### config.mk
export PLATFORM = sky130hd
export DESIGN_NAME = display_zone_scheduler
export DESIGN_NICKNAME = d
export VERILOG_FILES = /design/src/rtl/thermo_disp_pkg.sv /design/src/rtl/disp_dwell_timer.sv /design/src/rtl/display_zone_scheduler.sv
export SDC_FILE = /design/constraint.sdc
export NUM_CORES = 1
export LEC_CHECK = 0
export ABC_CLOCK_PERIOD_IN_PS = 4400
export CORE_UTILIZATION = 35
export DETAILED_ROUTE_END_ITERATION = 16
export MAX_ROUTING_LAYER = met4
export SYNTH_ARGS = -nofsm -noshare
export SYNTH_HDL_FRONTEND = slang
export SYNTH_HIERARCHICAL = 1
export SYNTH_SLANG_ARGS = --single-unit
### constraint.sdc
create_clock -name clk -period 4.4 [get_ports clk]
set_input_delay 0.88 -clock clk [delete_from_list [all_inputs] [get_ports clk]]
set_output_delay 0.88 -clock clk [all_outputs]
set_load 0.02 [all_outputs]
### src/rtl/thermo_disp_pkg.sv
// Shared types and helpers for the display zone scheduler.
package thermo_disp_pkg;

    typedef enum logic [1:0] {
        SCAN_M,
        SCAN_C,
        MANUAL,
        ALARM
    } disp_state_t;

    localparam logic ZONE_MANOR  = 1'b0;
    localparam logic ZONE_CELLAR = 1'b1;

    // Bits needed to count 0..n-1, never less than one bit.
    function automatic int unsigned cnt_width(input int unsigned n);
        return (n <= 2) ? 1 : $clog2(n);
    endfunction

endpackage

### src/rtl/disp_dwell_timer.sv
// Wrapping dwell counter 0..CYCLES-1 with synchronous clear and terminal-count flag.
module disp_dwell_timer
    import thermo_disp_pkg::*;
#(
    parameter int unsigned CYCLES = 8
) (
    input  logic clk,
    input  logic rst,
    input  logic clear,
    input  logic enable,
    output logic tc
);

    localparam int unsigned W = cnt_width(CYCLES);
    localparam logic [W-1:0] LAST = W'(CYCLES - 1);

    logic [W-1:0] count;

    always_ff @(posedge clk) begin
        if (rst || clear) begin
            count <= '0;
        end else if (enable) begin
            count <= tc ? '0 : count + 1'b1;
        end
    end

    assign tc = (count == LAST);

endmodule

### src/rtl/display_zone_scheduler.sv
// Zone selection for the display driver: auto-scan, manual select and window-alarm preemption.
// Blink generation is built only when DISP_SCHED_BLINK_EN is defined; otherwise blink is tied 0.
module display_zone_scheduler
    import thermo_disp_pkg::*;
#(
    parameter int unsigned DWELL_CYCLES = 8,
    parameter int unsigned ALARM_HOLD   = 4,
    parameter int unsigned BLINK_DIV    = 2
) (
    input  logic clk,
    input  logic rst,
    input  logic auto_en,
    input  logic ID_SW,
    input  logic nWSM,
    input  logic nWSC,
    output logic zone_sel,
    output logic alarm_active,
    output logic blink,
    output logic zone_chg
);

    if (DWELL_CYCLES < 2) begin : g_bad_dwell
        $error("DWELL_CYCLES must be at least 2");
    end
    if (ALARM_HOLD < 1) begin : g_bad_hold
        $error("ALARM_HOLD must be at least 1");
    end
    if (BLINK_DIV < 1) begin : g_bad_blink
        $error("BLINK_DIV must be at least 1");
    end

    localparam int unsigned HW = cnt_width(ALARM_HOLD);
    localparam logic [HW-1:0] HOLD_LAST = HW'(ALARM_HOLD - 1);

    disp_state_t   state, state_next;
    logic          zone_next;
    logic          dwell_clr, dwell_en, dwell_tc;
    logic          dual_q;
    logic [HW-1:0] hold_cnt;
    logic          any_open, both_open, hold_done;

    assign any_open  = !nWSM || !nWSC;
    assign both_open = !nWSM && !nWSC;
    assign hold_done = (hold_cnt >= HOLD_LAST);

    disp_dwell_timer #(
        .CYCLES(DWELL_CYCLES)
    ) u_dwell (
        .clk    (clk),
        .rst    (rst),
        .clear  (dwell_clr),
        .enable (dwell_en),
        .tc     (dwell_tc)
    );

    always_comb begin
        state_next = state;
        zone_next  = zone_sel;
        dwell_en   = 1'b0;
        dwell_clr  = 1'b1;
        if (state == ALARM) begin
            if (!any_open && hold_done) begin
                if (auto_en) begin
                    state_next = zone_sel ? SCAN_C : SCAN_M;
                end else begin
                    state_next = MANUAL;
                end
            end else if (both_open) begin
                // First cycle with both open restarts alternation from the shown zone.
                if (dual_q) begin
                    dwell_en  = 1'b1;
                    dwell_clr = 1'b0;
                    if (dwell_tc) begin
                        zone_next = ~zone_sel;
                    end
                end
            end else if (!nWSM) begin
                zone_next = ZONE_MANOR;
            end else if (!nWSC) begin
                zone_next = ZONE_CELLAR;
            end
        end else if (any_open) begin
            state_next = ALARM;
            zone_next  = !nWSM ? ZONE_MANOR : ZONE_CELLAR;
        end else if (!auto_en) begin
            state_next = MANUAL;
            zone_next  = ID_SW;
        end else if (state == MANUAL) begin
            state_next = zone_sel ? SCAN_C : SCAN_M;
        end else begin
            dwell_en  = 1'b1;
            dwell_clr = 1'b0;
            if (dwell_tc) begin
                zone_next  = ~zone_sel;
                state_next = (state == SCAN_M) ? SCAN_C : SCAN_M;
            end
        end
    end

    always_ff @(posedge clk) begin
        if (rst) begin
            state        <= SCAN_M;
            zone_sel     <= ZONE_MANOR;
            alarm_active <= 1'b0;
            zone_chg     <= 1'b0;
            dual_q       <= 1'b0;
        end else begin
            state        <= state_next;
            zone_sel     <= zone_next;
            alarm_active <= (state_next == ALARM);
            zone_chg     <= (zone_next != zone_sel);
            dual_q       <= (state_next == ALARM) && both_open;
        end
    end

    always_ff @(posedge clk) begin
        if (rst || state != ALARM) begin
            hold_cnt <= '0;
        end else if (hold_cnt != HOLD_LAST) begin
            hold_cnt <= hold_cnt + 1'b1;
        end
    end

`ifdef DISP_SCHED_BLINK_EN
    localparam int unsigned BKW = cnt_width(BLINK_DIV);
    localparam logic [BKW-1:0] BLINK_LAST = BKW'(BLINK_DIV - 1);

    logic [BKW-1:0] blink_cnt;
    logic           blink_q;

    always_ff @(posedge clk) begin
        if (rst || state != ALARM || state_next != ALARM) begin
            blink_cnt <= '0;
            blink_q   <= 1'b0;
        end else if (blink_cnt == BLINK_LAST) begin
            blink_cnt <= '0;
            blink_q   <= ~blink_q;
        end else begin
            blink_cnt <= blink_cnt + 1'b1;
        end
    end

    assign blink = blink_q;
`else
    assign blink = 1'b0;
`endif

endmodule

==> results.yml, run 1 <==
logic_synthesis:
  yosys.area.top_type: "dfxtp_1"
  yosysWarningCount: 6
  synth-compound-area-share: 0.188
  synthXorXnorAreaFrac: 0.0317
  synth.cell_area_um2: 552
  synthDominantCellAreaShare: 0.399
  muxShareOfSynthArea: 0.0635
  synth_cell_types: 28
  netlist_top_cells_area: "dfxtp_1 40%, ha_1 6.8%, nor3_1 4.5%"
  ys_seq_area_frac: 0.399
  ys_ff_latch: 11
  syn_area_per_cell_um2: 9.51
  syn_nets: 67
  synth_cells: 58
  synth_simple_gate_area_frac: 0.215
  synthAdderAreaFrac: 0.0680
  synth_top_family_by_area: "simple AND/OR/NAND/NOR gates"
floorplanning:
  fp.dieW_um: 41.7
  die_area_um2: 1740
  core_area_um2: 1380
  ioPinCount: 10
  start_util: 0.399
  die_y_um: 41.7
  fp-row-count: 13
pwr:
  ir_drop_uv: 216
  leakagePower_nw: 0.258
  pwr_density_cell_nw_per_um2: 306
sta:
  fin_crit_ns: 2.32
  rsz0062_at_grt: "no"
  maxSlewViolCount: 0
  setup_slack_ns: 2.08
  hold_viol: 0
  fin_skew_ns: 0.00721
  fmax_mhz: 431
  finalSetupTns_ns: 0
  setup_viol: 0
  fin_crit_sh: 0.527
  whs_ns: 0.498
finish:
  antenna_cells: 0
  final_nets: 78
  area_delta_synth_final_pct: 20.6
  final_common_cell: "dfxtp_1"
  drive_above_1_share: 0.118
  final_cell_mix: "11 x dfxtp_1, 8 x clkdlybuf4s50_1, 5 x nor3_1"
worst_setup_path:
  r2r_slack_ns: 2.59
  critical-path-top-delay-family: "buffers and inverters"
  cp.required_ns: 4.59
  slowest_delay_ns: 0.53
  startpoint_type: "input pin"
  arrival_ns: 2.51
  cp_max_fo: 5
  slowest_stage: "clkdlybuf4s50_1"
  crit_chain: "clkdlybuf4s50_1 > nor2b_1 > a32oi_1 > inv_1 > or3b_1 > a211oi_2"
  endpoint_kind: "flip-flop"
  crit_type: "input pin to flip-flop"
  path_buf_inv: 2
drt:
  drt-total-wl_um: 925
  first_iter_violations: 2
  dr.pass1.iters: 4
  drc: 0
  wire_per_inst_um: 11.1
  via_per_inst: 5.20
  drtAntennaViolNets: 0
  vias: 432
cts:
  hold_buffers: 0
  clockBufferDepth: 2
  clk_latency_ns: 0.27
  cts_resized: 0
  clkSlewWorstSetupHoldPaths_ns: 0.07
  tritoncts: "done"
  htree_levels: 1
  numClockSinks: 11
  post-cts-setup-buffer-count: 0
  cts_buffers: 3
  root_buffer: "clkbuf_4"
global_route:
  grt_max_degree: 13
  grt_pass1_wl_mm: 1.56
  grt_usage: 0.128
  grt_overflow: 0
  antenna_found_initial: 0
  grt_pass1_vias: 336
worst_hold_path:
  hp-class: "flip-flop to flip-flop"
placed_design:
  hpwl_um: 682
  pre_cts_slack_ns: 1.79
  port_buffers: 8
  gp_congestion: 0.693
flow_run:
  cap_violations: 0
run_status:
  status: "finished clean"
layer usage:
layer | share of wire | up-vias | wire length (µm) | track usage
li1 | - | 230 | - | -
met1 | 0.52 | 189 | 478 | 0.170
met2 | 0.42 | 11 | 386 | 0.150
met3 | 0.052 | 2 | 48 | 0.0783
met4 | 0.013 | 0 | 12 | 0.0581
met5 | 0 | - | 0 | -
metrics by stage:
| step | power, W | std cells | cell area, µm² | util |
|---|---|---|---|---|
| global placement | 0.000138 | 79 | 639 | 0.462 |
| global route | 0.000220 | 83 | 666 | 0.481 |
| finish | 0.000204 | 83 | 666 | 0.481 |
| detailed placement | 0.000138 | 79 | 639 | 0.462 |
| floorplan | 0.000126 | 58 | 552 | - |
| CTS | 0.000210 | 83 | 666 | 0.481 |
registers in the layout, summed over array words and instances (netlist names):
name           flops
hold_cnt           2
state              2
zone_sel           1
dual_q             1
alarm_active       1
u_dwell/count      3
zone_chg           1
synth_stat cells:
master / number
nor2b_1: 3
a21oi_1: 4
buf_4: 1
o21ai_0: 1
ha_1: 3
inv_1: 1
xor2_1: 1
clkbuf_1: 1
mux2i_1: 2
mux2_4: 1
xnor2_1: 1
nand3b_1: 1
o21ai_1: 1
or3b_1: 1
nor2_1: 4
nor2b_2: 1
a211oi_1: 2
nand2b_1: 2
a211oi_2: 1
nor3_1: 5
o211a_1: 1
o31ai_2: 1
conb_1: 1
nand2_1: 4
nor3b_1: 1
dfxtp_1: 11
a32oi_1: 1
o221ai_2: 1
final cells by class:
type / count / area [µm²]
fill: 133 / 717
tap: 15 / 18.8
multi-input combinational: 44 / 317
sequential: 11 / 220
timing repair buffer: 8 / 80.1
clock buffer: 4 / 26.3
inverter: 1 / 3.75
power by group:
| part | internal (W) | switching (W) |
|---|---|---|
| clock | 0.0000351 | 0.0000335 |
| combinational | 0.0000142 | 0.0000142 |
| sequential | 0.000104 | 0.00000334 |
| total | 0.000153 | 0.0000510 |
worst register-to-register path, stage by stage, from the launching register on:
cell and delay, ns:
dfxtp_1 0.35, ha_1 0.16, ha_1 0.26, nor2b_2 0.17, nor3b_1 0.06, o31ai_2 0.26, o221ai_2 0.14, mux2_4 0.31
path summary, 6_finish.rpt:
kind | cells after the start | endpoint | start
hold reg to reg | 2 | u_dwell/count[1] | u_dwell/count[1]
hold / removal | 2 | u_dwell/count[1] | u_dwell/count[1]
setup / recovery | 6 | u_dwell/count[0] | auto_en
setup reg to reg | 7 | zone_chg | u_dwell/count[0]
cell families after synthesis:
family	Yosys count
simple gates	22
compound gates	13
flops	11
fa+ha+maj	3
mux	3
buf+inv	3
xor+xnor	2
other cells	1
(Power assumes the default switching activity.)
==> inputs of run 2 (changes only) <==
- ABC_CLOCK_PERIOD_IN_PS: 4400 -> 2400
- clock period: 4.4 -> 2.4 ns (I/O delays scaled with it)
==> results of run 2 <==
The final DEF is identical to that of run 1. Status: finished clean.
Among the figures that moved: setup slack after placement 1.79 ns -> 0.188 ns; setup slack after layout 2.08 ns -> 0.481 ns; register-to-register setup slack 2.59 ns -> 0.59 ns; total power 0.000204 W -> 0.000374 W; worst IR drop on VDD 216 µV -> 396 µV
